File: src/rtl/pmod_i2s_pkg.sv
// +--------------------------------------------------------------------------+
// | pmod_i2s_pkg : shared constants and types for the PmodI2S datapath       |
// | Rev 1.0                                                                  |
// +--------------------------------------------------------------------------+
`default_nettype none

package pmod_i2s_pkg;

  localparam int SAMPLE_W   = 16;
  // Shift window of the frame controller; must match SAMPLE_W.
  localparam int FRAME_BITS = 16;

  typedef logic [SAMPLE_W-1:0] sample_t;

  localparam logic LRCK_LEFT  = 1'b0;
  localparam logic LRCK_RIGHT = 1'b1;

endpackage

`default_nettype wire

File: src/rtl/pmod_i2s_serializer_if.sv
// +--------------------------------------------------------------------------+
// | pmod_i2s_serializer_if : controller strobes, sample stream and DAC pins  |
// | Rev 1.0                                                                  |
// +--------------------------------------------------------------------------+
`default_nettype none

interface pmod_i2s_serializer_if #(
  parameter int FIFO_DEPTH = 4
);
  import pmod_i2s_pkg::*;

  localparam int LEVEL_W = $clog2(FIFO_DEPTH + 1);

  logic               cntr_load;
  logic               cntr_ncs;
  sample_t            s_data;
  logic               s_valid;
  logic               s_ready;
  logic               underrun_clr;
  logic               sdout;
  logic               lrck;
  logic               underrun;
  logic [LEVEL_W-1:0] fifo_level;

  modport master (
    output cntr_load, cntr_ncs, s_data, s_valid, underrun_clr,
    input  s_ready, sdout, lrck, underrun, fifo_level
  );

  modport slave (
    input  cntr_load, cntr_ncs, s_data, s_valid, underrun_clr,
    output s_ready, sdout, lrck, underrun, fifo_level
  );

endinterface

`default_nettype wire

File: src/rtl/pmod_i2s_sample_fifo.sv
// +--------------------------------------------------------------------------+
// | pmod_i2s_sample_fifo : falling-edge synchronous sample FIFO              |
// | Rev 1.0                                                                  |
// +--------------------------------------------------------------------------+
`default_nettype none

module pmod_i2s_sample_fifo
  import pmod_i2s_pkg::*;
#(
  parameter int FIFO_DEPTH = 4,
  parameter int LEVEL_W    = $clog2(FIFO_DEPTH + 1)
) (
  input  wire logic               clk,
  input  wire logic               rst,
  input  wire logic               push,
  input  wire sample_t            push_data,
  input  wire logic               pop,
  output      sample_t            head,
  output      logic               full,
  output      logic               empty,
  output      logic [LEVEL_W-1:0] level
);

  localparam int AW = $clog2(FIFO_DEPTH);

  sample_t            r_mem [FIFO_DEPTH];
  logic [AW-1:0]      r_wr_ptr;
  logic [AW-1:0]      r_rd_ptr;
  logic [LEVEL_W-1:0] r_count;
  logic               w_do_push;
  logic               w_do_pop;

  assign full      = (r_count == LEVEL_W'(FIFO_DEPTH));
  assign empty     = (r_count == '0);
  assign level     = r_count;
  assign head      = r_mem[r_rd_ptr];
  assign w_do_push = push && !full;
  assign w_do_pop  = pop && !empty;

  // Power-of-two depth lets the pointers wrap by natural overflow.
  always_ff @(negedge clk or posedge rst) begin
    if (rst) begin
      r_wr_ptr <= '0;
      r_rd_ptr <= '0;
      r_count  <= '0;
    end else begin
      if (w_do_push) r_wr_ptr <= r_wr_ptr + AW'(1);
      if (w_do_pop)  r_rd_ptr <= r_rd_ptr + AW'(1);
      case ({w_do_push, w_do_pop})
        2'b10:   r_count <= r_count + LEVEL_W'(1);
        2'b01:   r_count <= r_count - LEVEL_W'(1);
        default: r_count <= r_count;
      endcase
    end
  end

  always_ff @(negedge clk) begin
    if (w_do_push) r_mem[r_wr_ptr] <= push_data;
  end

endmodule

`default_nettype wire

File: src/rtl/pmod_i2s_serializer.sv
// +--------------------------------------------------------------------------+
// | pmod_i2s_serializer : buffers samples and shifts them MSB-first to DAC   |
// | Optional: PMODI2S_HOLD_LAST_EN repeats last sample on underrun. Rev 1.0  |
// +--------------------------------------------------------------------------+
`default_nettype none

module pmod_i2s_serializer
  import pmod_i2s_pkg::*;
#(
  parameter int FIFO_DEPTH = 4
) (
  input  wire logic           clk_sclk,
  input  wire logic           rst,
  pmod_i2s_serializer_if.slave bus
);

  localparam int LEVEL_W = $clog2(FIFO_DEPTH + 1);

  sample_t            w_head;
  logic               w_full;
  logic               w_empty;
  logic [LEVEL_W-1:0] w_level;
  logic               w_frame_start;
  logic               w_frame_end;
  logic               w_pop;
  sample_t            w_fill;

  sample_t            r_shreg;
  logic               r_shreg_valid;
  logic               r_ncs_q;
  logic               r_lrck;
  logic               r_underrun;

  pmod_i2s_sample_fifo #(
    .FIFO_DEPTH (FIFO_DEPTH),
    .LEVEL_W    (LEVEL_W)
  ) u_fifo (
    .clk       (clk_sclk),
    .rst       (rst),
    .push      (bus.s_valid),
    .push_data (bus.s_data),
    .pop       (w_pop),
    .head      (w_head),
    .full      (w_full),
    .empty     (w_empty),
    .level     (w_level)
  );

  assign w_frame_start = !bus.cntr_ncs && r_ncs_q;
  assign w_frame_end   = bus.cntr_ncs && !r_ncs_q;
  // The head is consumed only once its frame actually starts.
  assign w_pop         = w_frame_start && r_shreg_valid;

`ifdef PMODI2S_HOLD_LAST_EN
  sample_t r_last_sample;

  always_ff @(negedge clk_sclk or posedge rst) begin
    if (rst)        r_last_sample <= '0;
    else if (w_pop) r_last_sample <= r_shreg;
  end

  assign w_fill = r_last_sample;
`else
  assign w_fill = '0;
`endif

  always_ff @(negedge clk_sclk or posedge rst) begin
    if (rst) begin
      r_shreg       <= '0;
      r_shreg_valid <= 1'b0;
      r_ncs_q       <= 1'b1;
      r_lrck        <= LRCK_LEFT;
      r_underrun    <= 1'b0;
    end else begin
      r_ncs_q <= bus.cntr_ncs;

      if (bus.cntr_load) begin
        if (!w_empty) begin
          r_shreg       <= w_head;
          r_shreg_valid <= 1'b1;
        end else begin
          r_shreg       <= w_fill;
          r_shreg_valid <= 1'b0;
        end
      end else if (!bus.cntr_ncs) begin
        r_shreg <= {r_shreg[SAMPLE_W-2:0], 1'b0};
      end

      // A new underrun takes priority over a simultaneous clear.
      if (w_frame_start && !r_shreg_valid) r_underrun <= 1'b1;
      else if (bus.underrun_clr)           r_underrun <= 1'b0;

      if (w_frame_end) r_lrck <= !r_lrck;
    end
  end

  assign bus.sdout      = bus.cntr_ncs ? 1'b0 : r_shreg[SAMPLE_W-1];
  assign bus.s_ready    = !w_full;
  assign bus.fifo_level = w_level;
  assign bus.lrck       = r_lrck;
  assign bus.underrun   = r_underrun;

endmodule

`default_nettype wire

File: src/flat_wrapper.sv
// flat-port wrapper written by rule: the top's interface ports become plain ports
module pmod_i2s_serializer_flat import pmod_i2s_pkg::*;
#(
  parameter int FIFO_DEPTH = 4
)
  (clk_sclk, rst, bus_cntr_load, bus_cntr_ncs, bus_s_data, bus_s_valid, bus_underrun_clr, bus_s_ready, bus_sdout, bus_lrck, bus_underrun, bus_fifo_level);
  pmod_i2s_serializer_if #(.FIFO_DEPTH(FIFO_DEPTH)) bus_i ();
  input  wire logic clk_sclk;
  input  wire logic rst;
  input wire logic [$bits(bus_i.cntr_load)-1:0] bus_cntr_load;
  input wire logic [$bits(bus_i.cntr_ncs)-1:0] bus_cntr_ncs;
  input wire logic [$bits(bus_i.s_data)-1:0] bus_s_data;
  input wire logic [$bits(bus_i.s_valid)-1:0] bus_s_valid;
  input wire logic [$bits(bus_i.underrun_clr)-1:0] bus_underrun_clr;
  output wire logic [$bits(bus_i.s_ready)-1:0] bus_s_ready;
  output wire logic [$bits(bus_i.sdout)-1:0] bus_sdout;
  output wire logic [$bits(bus_i.lrck)-1:0] bus_lrck;
  output wire logic [$bits(bus_i.underrun)-1:0] bus_underrun;
  output wire logic [$bits(bus_i.fifo_level)-1:0] bus_fifo_level;
  assign bus_i.cntr_load = bus_cntr_load;
  assign bus_i.cntr_ncs = bus_cntr_ncs;
  assign bus_i.s_data = bus_s_data;
  assign bus_i.s_valid = bus_s_valid;
  assign bus_i.underrun_clr = bus_underrun_clr;
  assign bus_s_ready = bus_i.s_ready;
  assign bus_sdout = bus_i.sdout;
  assign bus_lrck = bus_i.lrck;
  assign bus_underrun = bus_i.underrun;
  assign bus_fifo_level = bus_i.fifo_level;
  pmod_i2s_serializer #(.FIFO_DEPTH(FIFO_DEPTH)) u_core (.clk_sclk(clk_sclk), .rst(rst), .bus(bus_i));
endmodule
File: config.mk
export PLATFORM = sky130hd
export DESIGN_NAME = pmod_i2s_serializer_flat
export DESIGN_NICKNAME = d
export VERILOG_FILES = /design/src/rtl/pmod_i2s_pkg.sv /design/src/rtl/pmod_i2s_serializer_if.sv /design/src/rtl/pmod_i2s_sample_fifo.sv /design/src/rtl/pmod_i2s_serializer.sv /design/src/flat_wrapper.sv
export SDC_FILE = /design/constraint.sdc
export NUM_CORES = 1
export LEC_CHECK = 0
export BUFFER_PORTS_ARGS = -buffer_cell sky130_fd_sc_hd__buf_2
export CAP_MARGIN = 20
export CORE_AREA = 4 4 99 101
export CTS_CLUSTER_SIZE = 10
export DETAILED_ROUTE_END_ITERATION = 6
export DIE_AREA = 0 0 103 105
export PLACE_DENSITY = 0.65
export SLEW_MARGIN = 40
export SYNTH_ARGS = -nofsm -noshare
export SYNTH_HDL_FRONTEND = slang
export SYNTH_HIERARCHICAL = 1
export SYNTH_SLANG_ARGS = --single-unit
File: constraint.sdc
create_clock -name clk_sclk -period 2.2 [get_ports clk_sclk]
set_clock_uncertainty 0.2 [all_clocks]
set_input_delay 0 -clock clk_sclk [delete_from_list [all_inputs] [get_ports clk_sclk]]
set_output_delay 0 -clock clk_sclk [all_outputs]
set_load 0.005 [all_outputs]
==> impl_metrics.json, run 1 <==
{
  "outcome": "finished, violations left",
  "violations": "setup timing",
  "synthesis.area_sq_um": 3730,
  "crit_arrival_ns": 2.26,
  "report.final.slew_viol_count": 0,
  "synthXorXnorAreaFrac_pct": 1.64,
  "synth_top_family_by_area": "multiplexers",
  "min_delay_path_class": "reg -> reg",
  "root_buffer": "sky130_fd_sc_hd__clkbuf_8",
  "antenna_found_initial": 0,
  "floorplan.io_pins": 29,
  "timing.critical_path.from": "u_core/u_fifo/level[2]",
  "critPathLaunchType": "flip-flop",
  "fin_ws_ns": -0.265,
  "power_density_nw_per_um2": 1240,
  "die_w_um": 103,
  "first_global_vias": 2255,
  "grt_max_degree": 20,
  "critical_path.top_delay_family": "flip-flops",
  "numClockSinks": 91,
  "antenna-diode-count": 0,
  "hold_violations": 0,
  "report.final.setup_viol": 7,
  "crit_buf_inv": 2,
  "mappedNetlistNets": 223,
  "syn_area_per_cell_sq_um": 19.1,
  "critical_path_required_ns": 2.00,
  "multi_input_comb_area_sq_um": 1020,
  "crit_path_max_cell_delay_ns": 0.42,
  "coreArea_sq_um": 9020,
  "cp-endpoint": "bus_s_ready",
  "yosysUniqueCellTypes": 30,
  "finalSetupTns_ns": -1.05,
  "std_cell_rows": 35,
  "synth_area_leaders": "sky130_fd_sc_hd__edfxtp_1 (51%), sky130_fd_sc_hd__dfrtn_1 (17%), sky130_fd_sc_hd__mux4_1 (5.6%), sky130_fd_sc_hd__mux4_2 (4.8%), sky130_fd_sc_hd__mux2i_1 (4.3%)",
  "synthCells": 195,
  "antenna_violating_nets_post_route": 0,
  "routed_wl_um": 6140,
  "numCtsBuffers": 9,
  "drt_iter0_drc": 66,
  "floorplan.initialDensity_pct": 41.4,
  "vdd_ir_drop_max_v": 0.000417,
  "fillCellCount": 788,
  "portion_of_synthesized_cell_area_occupied_by_the_leading_cell_type_pct": 51.5,
  "timing.critical_path.depth": 3,
  "tritoncts": "built",
  "ys.warnings.count": 6,
  "rr_endpoint": "u_core/u_fifo/level[2]",
  "r2r_setup_slack_ns": 0.10,
  "htree_num_levels": 3,
  "synth.area.mux_share_pct": 15.1,
  "p_leak_uw": 0.00201,
  "critPathCaptureType": "output pin",
  "dpl_wire_length_um": 3890,
  "cts-root-to-sink-buffers": 2,
  "reg2reg_from": "u_core/r_ncs_q",
  "clk_latency_ns": 0.40,
  "worst_hold_margin_ns": 0.185,
  "vias_per_cell": 4.88,
  "number_of_register_bits_inferred_by_synthesis": 91,
  "drt_pass1_iterations": 4,
  "layout_cells_sized_above_1_pct": 27.4,
  "tightestPinTransition_ns": 0.476,
  "post-route-drc-count": 0,
  "die_span_in_y_um": 105,
  "ff2ff_path_depth": 9,
  "register_area_sq_um": 2600,
  "first_pass_grt_wire_length_um": 10300,
  "place_ws_ns": -0.703,
  "seq_area_frac_synth_pct": 69.6,
  "synth.largest_area_cell": "sky130_fd_sc_hd__edfxtp_1",
  "grt_remaining_overflow": 0,
  "total_via_count_after_detailed_routing": 2053,
  "fin_nets": 333,
  "die_footprint_sq_um": 10800,
  "cp_cell_sequence": "nor3b_4, inv_1, buf_2",
  "crit_fanout": 2,
  "total_power_uw": 5650,
  "grt_setup_unrepaired": "true",
  "synth-adder-area-share_pct": 2.21,
  "maxCapViolations": 0,
  "avgRoutedWirePerCell_um": 14.6,
  "areaGrowthSynthToFinish_pct": 21.8,
  "critPathKind": "reg -> out",
  "port_buffers": 28,
  "max-slew-margin-rel_pct": 68.3,
  "compound_gate_fraction_of_synth_area_pct": 4.46,
  "grt_util_all_layers_pct": 12.6,
  "place.gp.congestion": 0.687,
  "cp_slowest_cell": "sky130_fd_sc_hd__dfrtn_1",
  "worst_setup_hold_path_clk_slew_ns": 0.07,
  "simple_gate_share_of_the_synthesized_area_pct": 2.75
}
[routing by layer]
layer / track usage, % / part of all wire, % / up-vias
li1: - / - / 976
met1: 15.9 / 44 / 1028
met2: 19.2 / 50 / 39
met3: 3.20 / 3.4 / 10
met4: 7.86 / 2.3 / 0
met5: 0 / 0 / -
[cells in the mapped netlist, drive strengths merged]
| master | number |
|---|---|
| o31a | 1 |
| nor3b | 1 |
| nor2 | 2 |
| o22ai | 2 |
| and2 | 4 |
| buf | 9 |
| dfrtn | 26 |
| edfxtp | 64 |
| mux2 | 1 |
| xnor2 | 4 |
| inv | 13 |
| clkbuf | 1 |
| o2bb2ai | 15 |
| mux2i | 16 |
| nand2b | 2 |
| nand2 | 3 |
| ha | 5 |
| o21bai | 1 |
| fa | 1 |
| nor3 | 1 |
| xor2 | 3 |
| mux4 | 16 |
| nor2b | 3 |
| dfstp | 1 |
[worst reg2reg max path, cell delays in order, from the launching register on]
cell,delay (ns)
sky130_fd_sc_hd__dfstp_2,0.54
sky130_fd_sc_hd__nand2b_4,0.06
sky130_fd_sc_hd__nor2_4,0.07
sky130_fd_sc_hd__o31a_1,0.19
sky130_fd_sc_hd__ha_4,0.15
sky130_fd_sc_hd__inv_2,0.03
sky130_fd_sc_hd__fa_2,0.32
sky130_fd_sc_hd__xor2_1,0.14
sky130_fd_sc_hd__nor2_1,0.06
sky130_fd_sc_hd__xor2_1,0.13
[where the power goes]
group / internal, uW / switching (uW)
registers: 2360 / 177
logic: 849 / 764
clock network: 597 / 905
[worst min path at each step]
stage	cells past startpoint	endpoint	slack, ns	startpoint
after floorplan	3	bus_sdout	0.11	bus_cntr_ncs
after detailed placement	1	u_core/bus.underrun	0.18	u_core/r_shreg_valid
final	1	u_core/bus.underrun	0.19	u_core/r_shreg_valid
after CTS	1	u_core/bus.underrun	0.18	u_core/r_shreg_valid
after global placement	1	u_core/bus.underrun	0.16	u_core/r_shreg_valid
after global routing	1	u_core/bus.underrun	0.19	u_core/r_shreg_valid
[cells in the final DEF, fill, tap and decap left out, types with 2 or more instances in the layout]
cell | netlist | routed
sky130_fd_sc_hd__inv_6 | 0 | 2
sky130_fd_sc_hd__edfxtp_1 | 64 | 64
sky130_fd_sc_hd__buf_2 | 2 | 24
sky130_fd_sc_hd__nand2_1 | 3 | 3
sky130_fd_sc_hd__mux4_2 | 8 | 8
sky130_fd_sc_hd__and2_2 | 0 | 4
sky130_fd_sc_hd__clkbuf_8 | 0 | 9
sky130_fd_sc_hd__o2bb2ai_1 | 14 | 14
sky130_fd_sc_hd__mux2i_1 | 16 | 16
sky130_fd_sc_hd__xor2_1 | 3 | 3
sky130_fd_sc_hd__o22ai_1 | 2 | 2
sky130_fd_sc_hd__inv_1 | 13 | 75
sky130_fd_sc_hd__inv_4 | 0 | 2
sky130_fd_sc_hd__ha_1 | 5 | 4
sky130_fd_sc_hd__dfrtn_1 | 26 | 26
sky130_fd_sc_hd__xnor2_1 | 4 | 4
sky130_fd_sc_hd__buf_6 | 5 | 6
sky130_fd_sc_hd__mux4_1 | 8 | 8
sky130_fd_sc_hd__inv_8 | 0 | 3
sky130_fd_sc_hd__buf_4 | 0 | 15
[metrics by stage]
step           instances  instance area [sq um]  utilization [%]
2_1_floorplan        195                   3770                -
3_3_place_gp         336                   4030             44.7
3_5_place_dp         336                   4030             44.7
4_1_cts              419                   4510             50.0
5_1_grt              421                   4550             50.4
6_report             421                   4550             50.4
[repair_timing]
item,4_1_cts,5_1_grt
hold buffers,0,0
resized for setup,6,5
setup endpoints to repair,7,8
buffers inserted,4,5
pin swaps,2,0
[sequential cells by signal, summed over array words and instances (netlist names)]
signal / flops
u_core/u_fifo/r_mem: 64
u_core/r_shreg: 16
u_core/u_fifo/level: 3
u_core/u_fifo/r_rd_ptr: 2
u_core/u_fifo/r_wr_ptr: 2
u_core/bus.lrck: 1
u_core/bus.underrun: 1
u_core/r_ncs_q: 1
u_core/r_shreg_valid: 1
[cell type report]
cell class / count / share of cell area [%]
multi-input combinational: 81 / 22.3
clock inverter: 72 / 6.77
inverter: 11 / 0.908
sequential: 91 / 57.2
clock buffer: 9 / 2.72
timing repair buffer: 46 / 7.04
tap: 111 / 3.05
[cell families after synthesis]
kind of cell	after synthesis
flip-flops	91
multiplexers	33
buffers and inverters	23
AO/OA/AOI/OAI	19
AND/OR/NAND/NOR	16
XOR/XNOR	7
adder cells (fa/ha/maj)	6
(Power assumes the default switching activity.)
==> run 2, diff against run 1 <==
Settings changed: CORE_AREA 4 4 99 101 to 4 4 89 91, DIE_AREA 0 0 103 105 to 0 0 93 95, PLACE_DENSITY 0.65 to 0.78.
==> run 2 against run 1 <==
- the flow still finishes with violations (setup timing)
- power up 1.9%
- global-route usage up 2.9 points
- combinational power about the same
- routed wire length up 3.6%
- die area down 18%
- register-to-register slack worse by 0.05 ns
- sequential share of layout area down 0.063 points
- count of clock-buffer cells in the layout unchanged
- clock power up 7%
- critical path type unchanged
- critical endpoint unchanged
- highest routed layer unchanged
==> impl_metrics.json, run 2 (synthesis gave the netlist of run 1 again) <==
{
  "register_area_sq_um": 2600,
  "commonest_cells_after_routing_fill_and_taps_aside": "sky130_fd_sc_hd__inv_1 (75), sky130_fd_sc_hd__edfxtp_1 (64), sky130_fd_sc_hd__dfrtn_1 (26), sky130_fd_sc_hd__buf_2 (24), sky130_fd_sc_hd__mux2i_1 (16)",
  "power_density_nw_per_um2": 1270,
  "vdd_ir_drop_max_v": 0.000529,
  "hold_violations": 0,
  "routed_wl_um": 6360,
  "critPathLaunchType": "flip-flop",
  "hold_depth": 1,
  "min_delay_path_class": "reg -> reg",
  "crit_arrival_ns": 2.29,
  "first_global_vias": 2115,
  "avgRoutedWirePerCell_um": 15.6,
  "layout.cells.most_common": "sky130_fd_sc_hd__inv_1",
  "report.final.slew_viol_count": 0,
  "critPathCaptureType": "output pin",
  "total_via_count_after_detailed_routing": 2033,
  "max-slew-margin-rel_pct": 68.4,
  "number_of_placed_instances_with_taps_included": 324,
  "first_pass_grt_wire_length_um": 10300,
  "tritoncts": "built",
  "r2r_setup_slack_ns": 0.05,
  "rr_endpoint": "u_core/u_fifo/level[2]",
  "die_span_in_y_um": 95,
  "multi_input_comb_area_sq_um": 1000,
  "report.final.setup_viol": 7,
  "clk_latency_ns": 0.42,
  "holdCritStartpoint": "u_core/r_shreg_valid",
  "hold_buffers": 0,
  "cts-root-to-sink-buffers": 2,
  "crit_buf_inv": 2,
  "fin_ws_ns": -0.288,
  "timing.critical_path.from": "u_core/u_fifo/level[2]",
  "die_w_um": 93,
  "fillCellCount": 540,
  "htree_num_levels": 3,
  "areaGrowthSynthToFinish_pct": 22.0,
  "critical_path_required_ns": 2.00,
  "cp_cell_sequence": "nor3b_2, inv_1, buf_2",
  "crit_fanout": 2,
  "maxCapViolations": 0,
  "floorplan.initialDensity_pct": 52.3,
  "antenna_found_initial": 0,
  "critPathKind": "reg -> out",
  "numClockSinks": 91,
  "largest-register": "u_core/u_fifo/r_mem",
  "vias_per_cell": 4.97,
  "violations": "setup timing",
  "antenna-diode-count": 0,
  "fin_nets": 333,
  "final_cells": 409,
  "grt_util_all_layers_pct": 15.5,
  "grt_remaining_overflow": 0,
  "floorplan.io_pins": 29,
  "layout_cells_sized_above_1_pct": 27.4,
  "worst_setup_hold_path_clk_slew_ns": 0.07,
  "port_buffers": 28,
  "ff2ff_path_depth": 9,
  "grt_setup_unrepaired": "true",
  "drt_iter0_drc": 137,
  "number_of_flip_flops_in_the_largest_register": 64,
  "cp_slowest_cell": "sky130_fd_sc_hd__dfrtn_1",
  "dpl_wire_length_um": 3810,
  "post-route-drc-count": 0,
  "drt_pass1_iterations": 4,
  "root_buffer": "sky130_fd_sc_hd__clkbuf_8",
  "grt_max_degree": 20,
  "antenna_violating_nets_post_route": 0,
  "place.gp.congestion": 0.681,
  "critical_path.top_delay_family": "flip-flops",
  "numCtsBuffers": 9,
  "std_cell_rows": 31,
  "coreArea_sq_um": 7140,
  "total_power_uw": 5760,
  "die_footprint_sq_um": 8840,
  "crit_path_max_cell_delay_ns": 0.42,
  "p_leak_uw": 0.00202,
  "holdPathEnd": "u_core/bus.underrun",
  "tightestPinTransition_ns": 0.474,
  "reg2reg_from": "u_core/r_ncs_q",
  "outcome": "finished, violations left"
}
[run 2: cell count changes in the layout (fill, tap and decap cells not counted), moves of 2 or more]
cell                       delta
sky130_fd_sc_hd__clkinv_8     +2
sky130_fd_sc_hd__inv_12       +2
sky130_fd_sc_hd__inv_8        -3
sky130_fd_sc_hd__inv_4        -2
[run 2: worst max path at each step]
stage | to | slack, ns | cells after the start
final | bus_s_ready | -0.29 | 3
after global routing | u_core/u_fifo/level[2] | -0.34 | 10
after CTS | u_core/u_fifo/level[2] | -0.27 | 10
after detailed placement | u_core/u_fifo/level[2] | -0.70 | 10
after global placement | u_core/u_fifo/level[2] | -0.65 | 10
after floorplan | u_core/u_fifo/level[2] | -0.66 | 10
[run 2: per-stage QoR]
stage               setup slack (ns)  util [%]  TNS [ns]  hold WS (ns)  area [sq um]
CTS                           -0.274      63.3     -1.17         0.192          4520
global route                  -0.335      63.8     -1.37         0.203          4550
detailed placement            -0.701      56.3    -20.25         0.194          4020
floorplan                     -0.664         -     -1.41         0.110          3770
global placement              -0.653      56.3    -19.53         0.163          4020
finish                        -0.288      63.8     -1.09         0.183          4550
[run 2: layout make-up]
cell class | instances | share of cell area [%]
multi-input combinational | 81 | 22.1
tap | 99 | 2.72
clock buffer | 9 | 2.72
inverter | 11 | 0.907
sequential | 91 | 57.1
timing repair buffer | 46 | 7.12
clock inverter | 72 | 7.37
[run 2: power by group]
group	switching, uW	internal, uW	leakage [uW]
sequential	183	2360	0.000913
clock	970	625	0.000453
combinational	766	858	0.000651
total	1920	3840	0.00202
[run 2: timing repair]
action                     in CTS  in global routing
pin swaps                       3                  1
resized for setup               5                  4
setup endpoints to repair       7                  8
setup buffers                   3                  4
[run 2: layer usage]
layer,vias up,share of wire (%),global-route usage (%)
met5,-,0,0
met4,0,1.7,8.42
met3,7,2.4,2.07
met2,36,51,26.9
met1,1015,45,18.9
li1,975,-,-
==> run 3, diff against run 2 <==
Settings changed: PLACE_DENSITY 0.78 to 0.77, REMOVE_ABC_BUFFERS set to 1, SYNTH_HIERARCHICAL 1 to unset.
==> run 3 against run 2 <==
- largest cell class unchanged
- largest power group unchanged
- count of clock-buffer cells in the layout increased by 2
- routed wire length increased by 5.0%
- worst setup slack got worse by 0.074 ns
- the run still ends with setup timing left
- sequential power decreased by 2%
- highest routed layer unchanged
==> impl_metrics.json, run 3 <==
{
  "routed_wl_um": 6680,
  "synthCells": 221,
  "avgRoutedWirePerCell_um": 15.1,
  "cp-endpoint": "bus_s_ready",
  "critPathCaptureType": "output pin",
  "report.final.setup_viol": 7,
  "antenna_found_initial": 0,
  "seq_power_share_pct": 43.3,
  "die_footprint_sq_um": 8840,
  "busiest_layer_in_global_routing": "met2",
  "max-slew-margin-rel_pct": 73.7,
  "portion_of_synthesized_cell_area_occupied_by_the_leading_cell_type_pct": 52.2,
  "grt_util_all_layers_pct": 16.8,
  "ys.warnings.count": 0,
  "worst_setup_hold_path_clk_slew_ns": 0.06,
  "root_buffer": "sky130_fd_sc_hd__clkbuf_8",
  "std_cell_rows": 31,
  "place.gp.congestion": 0.758,
  "cts-root-to-sink-buffers": 2,
  "vdd_ir_drop_max_v": 0.000631,
  "power_density_nw_per_um2": 1230,
  "synth-async-reset-ratio_pct": 29.7,
  "grt_use_met3_pct": 5.02,
  "power.net_switching_uw": 1800,
  "synthTopCellsByCount": "sky130_fd_sc_hd__edfxtp_1 (64), sky130_fd_sc_hd__dfrtn_1 (26), sky130_fd_sc_hd__nor2_1 (16)",
  "grt_max_degree": 21,
  "critPathLaunchType": "flip-flop",
  "register_area_sq_um": 2600,
  "internal_power_uw": 3950,
  "synth-main-ff-cell": "sky130_fd_sc_hd__edfxtp_1",
  "timing.critical_path.from": "u_core.u_fifo.level[2]",
  "seq_area_frac_synth_pct": 70.6,
  "power.combinational.fraction_pct": 28.8,
  "globalRouteMet2Util_pct": 27.8,
  "antenna-diode-count": 0,
  "reg2reg_from": "u_core.u_fifo.level[2]",
  "ff2ff_path_depth": 11,
  "synth.largest_area_cell": "sky130_fd_sc_hd__edfxtp_1",
  "grt_setup_unrepaired": "true",
  "numClockSinks": 91,
  "tightestPinTransition_ns": 0.394,
  "die_w_um": 93,
  "worst_hold_margin_ns": 0.248,
  "vias_per_cell": 4.94,
  "share_of_power_burned_in_the_clock_network_pct": 28.0,
  "fin_area_sq_um": 4670,
  "syn_area_per_cell_sq_um": 16.7,
  "grt_util_met1_pct": 20.5,
  "floorplan.io_pins": 29,
  "synthesis.area_sq_um": 3680,
  "postPlaceCellArea_sq_um": 4100,
  "outcome": "finished, violations left",
  "coreArea_sq_um": 7140,
  "number_of_register_bits_inferred_by_synthesis": 91,
  "crit_fanout": 2,
  "drt_iter0_drc": 161,
  "layout.cells.most_common": "sky130_fd_sc_hd__inv_1",
  "tritoncts": "built",
  "first_pass_grt_wire_length_um": 11100,
  "fillCellCount": 536,
  "netSwitchingFraction_pct": 31.3,
  "place_ws_ns": -0.699,
  "number_of_flip_flops_in_the_largest_register": 64,
  "min_delay_path_class": "reg -> reg",
  "violations": "setup timing",
  "synth_most_common_cell": "sky130_fd_sc_hd__edfxtp_1",
  "port_buffers": 28,
  "drt_pass1_iterations": 4,
  "antenna_violating_nets_post_route": 0,
  "first_global_vias": 2372,
  "largest-register": "u_core.u_fifo.r_mem",
  "r2r_setup_slack_ns": -0.25,
  "dpl_wire_length_um": 3960,
  "total_via_count_after_detailed_routing": 2187,
  "hold_violations": 0,
  "number_of_placed_instances_with_taps_included": 357,
  "grt_remaining_overflow": 0,
  "fin_ws_ns": -0.362,
  "post-route-drc-count": 0,
  "htree_num_levels": 3,
  "maxCapViolations": 0,
  "commonest_cells_after_routing_fill_and_taps_aside": "sky130_fd_sc_hd__inv_1 (73), sky130_fd_sc_hd__edfxtp_1 (64), sky130_fd_sc_hd__dfrtn_1 (26), sky130_fd_sc_hd__buf_2 (23), sky130_fd_sc_hd__nor2_1 (16)",
  "multi_input_comb_area_sq_um": 1010,
  "layout_cells_sized_above_1_pct": 23.3,
  "yosysUniqueCellTypes": 31,
  "fin_nets": 367,
  "floorplan.initialDensity_pct": 51.6,
  "numCtsBuffers": 9,
  "crit_arrival_ns": 2.36,
  "die_span_in_y_um": 95,
  "final_cells": 443,
  "critical_path_required_ns": 2.00,
  "areaGrowthSynthToFinish_pct": 26.8,
  "synth_edf_count": 64,
  "clk_latency_ns": 0.40,
  "report.final.slew_viol_count": 0,
  "p_leak_uw": 0.00210,
  "synth_area_leaders": "sky130_fd_sc_hd__edfxtp_1 (52%), sky130_fd_sc_hd__dfrtn_1 (18%), sky130_fd_sc_hd__mux4_1 (11%), sky130_fd_sc_hd__a21oi_1 (2.0%), sky130_fd_sc_hd__o21ai_0 (2.0%)",
  "critPathKind": "reg -> out",
  "rr_endpoint": "u_core.u_fifo.level[2]"
}
-- run 3: changes by cell type in the layout (fill, tap and decap cells not counted), moves of 12 or more --
cell                        before  now
sky130_fd_sc_hd__nand2_1         3   15
sky130_fd_sc_hd__mux2i_1        16    1
sky130_fd_sc_hd__o21ai_0         0   15
sky130_fd_sc_hd__nor2_1          1   16
sky130_fd_sc_hd__a21oi_1         0   15
sky130_fd_sc_hd__o2bb2ai_1      14    0
-- run 3: worst min-delay path by stage --
stage,from,endpoint,slack (ns),cells past startpoint
2_1_floorplan,bus_cntr_ncs,bus_sdout,-0.17,1
5_1_grt,u_core.bus.underrun,u_core.bus.underrun,0.27,1
3_3_place_gp,u_core.bus.lrck,u_core.bus.lrck,0.21,1
4_1_cts,u_core.bus.underrun,u_core.bus.underrun,0.26,1
3_5_place_dp,u_core.bus.lrck,u_core.bus.lrck,0.23,1
6_report,u_core.bus.underrun,u_core.bus.underrun,0.25,1
-- run 3: kinds of logic (layout without fill, tap and decap cells) --
logic type               count (synthesis)  count (layout)  share of synthesized area [%]
multiplexers                            18              18                           12.0
AO/OA/AOI/OAI                           34              34                           5.03
XOR/XNOR                                 7               7                           1.67
adder cells (fa/ha/maj)                  6               6                           2.24
flip-flops                              91              91                           70.6
buffers and inverters                   21             144                           2.92
AND/OR/NAND/NOR                         44              44                           5.57
-- run 3: per-stage QoR --
stage | total power (uW) | TNS, ns | utilization [%]
finish | 5750 | -1.12 | 65.4
global route | 6170 | -1.45 | 65.4
CTS | 5760 | -0.962 | 64.8
detailed placement | 4190 | -1.42 | 57.4
global placement | 4130 | -1.35 | 57.4
floorplan | 3550 | -0.872 | -
-- run 3: power by group through the flow --
| stage | sequential, uW | clock, uW | combinational, uW |
|---|---|---|---|
| final | 2490 | 1610 | 1650 |
| after detailed placement | 2500 | 179 | 1510 |
| after global routing | 2520 | 1850 | 1800 |
| after CTS | 2490 | 1660 | 1610 |
| after floorplan | 2560 | 179 | 804 |
| after global placement | 2480 | 179 | 1480 |
-- run 3: layout make-up --
type / instances / area share (%)
repair buffers: 53 / 9.62
clock inverters: 70 / 6.54
flip-flops and latches: 91 / 55.7
inverters: 10 / 0.857
clock buffers: 11 / 3.03
multi-input cells: 109 / 21.7
well taps: 99 / 2.65
-- run 3: worst max-delay path, stage by stage, from the launching register on --
cell and delay (ns):
sky130_fd_sc_hd__dfrtn_1 0.41, sky130_fd_sc_hd__or3b_4 0.39, sky130_fd_sc_hd__buf_6 0.13
-- run 3: layer usage --
metal | vias to the layer above | part of all wire (%) | routed length [um]
li1 | 1070 | - | -
met1 | 1055 | 44 | 2970
met2 | 57 | 51 | 3380
met3 | 5 | 4.3 | 284
met4 | 0 | 0.72 | 48
met5 | - | 0 | 0
-- run 3: repair_timing --
item / 4_1_cts / 5_1_grt
gates resized for setup: 14 / 6
hold buffers: 0 / 0
pin swaps: 2 / 2
endpoints found under the hold margin: 0 / 0
setup endpoints to repair: 8 / 7
buffers inserted: 3 / 4
cloned: 0 / 0
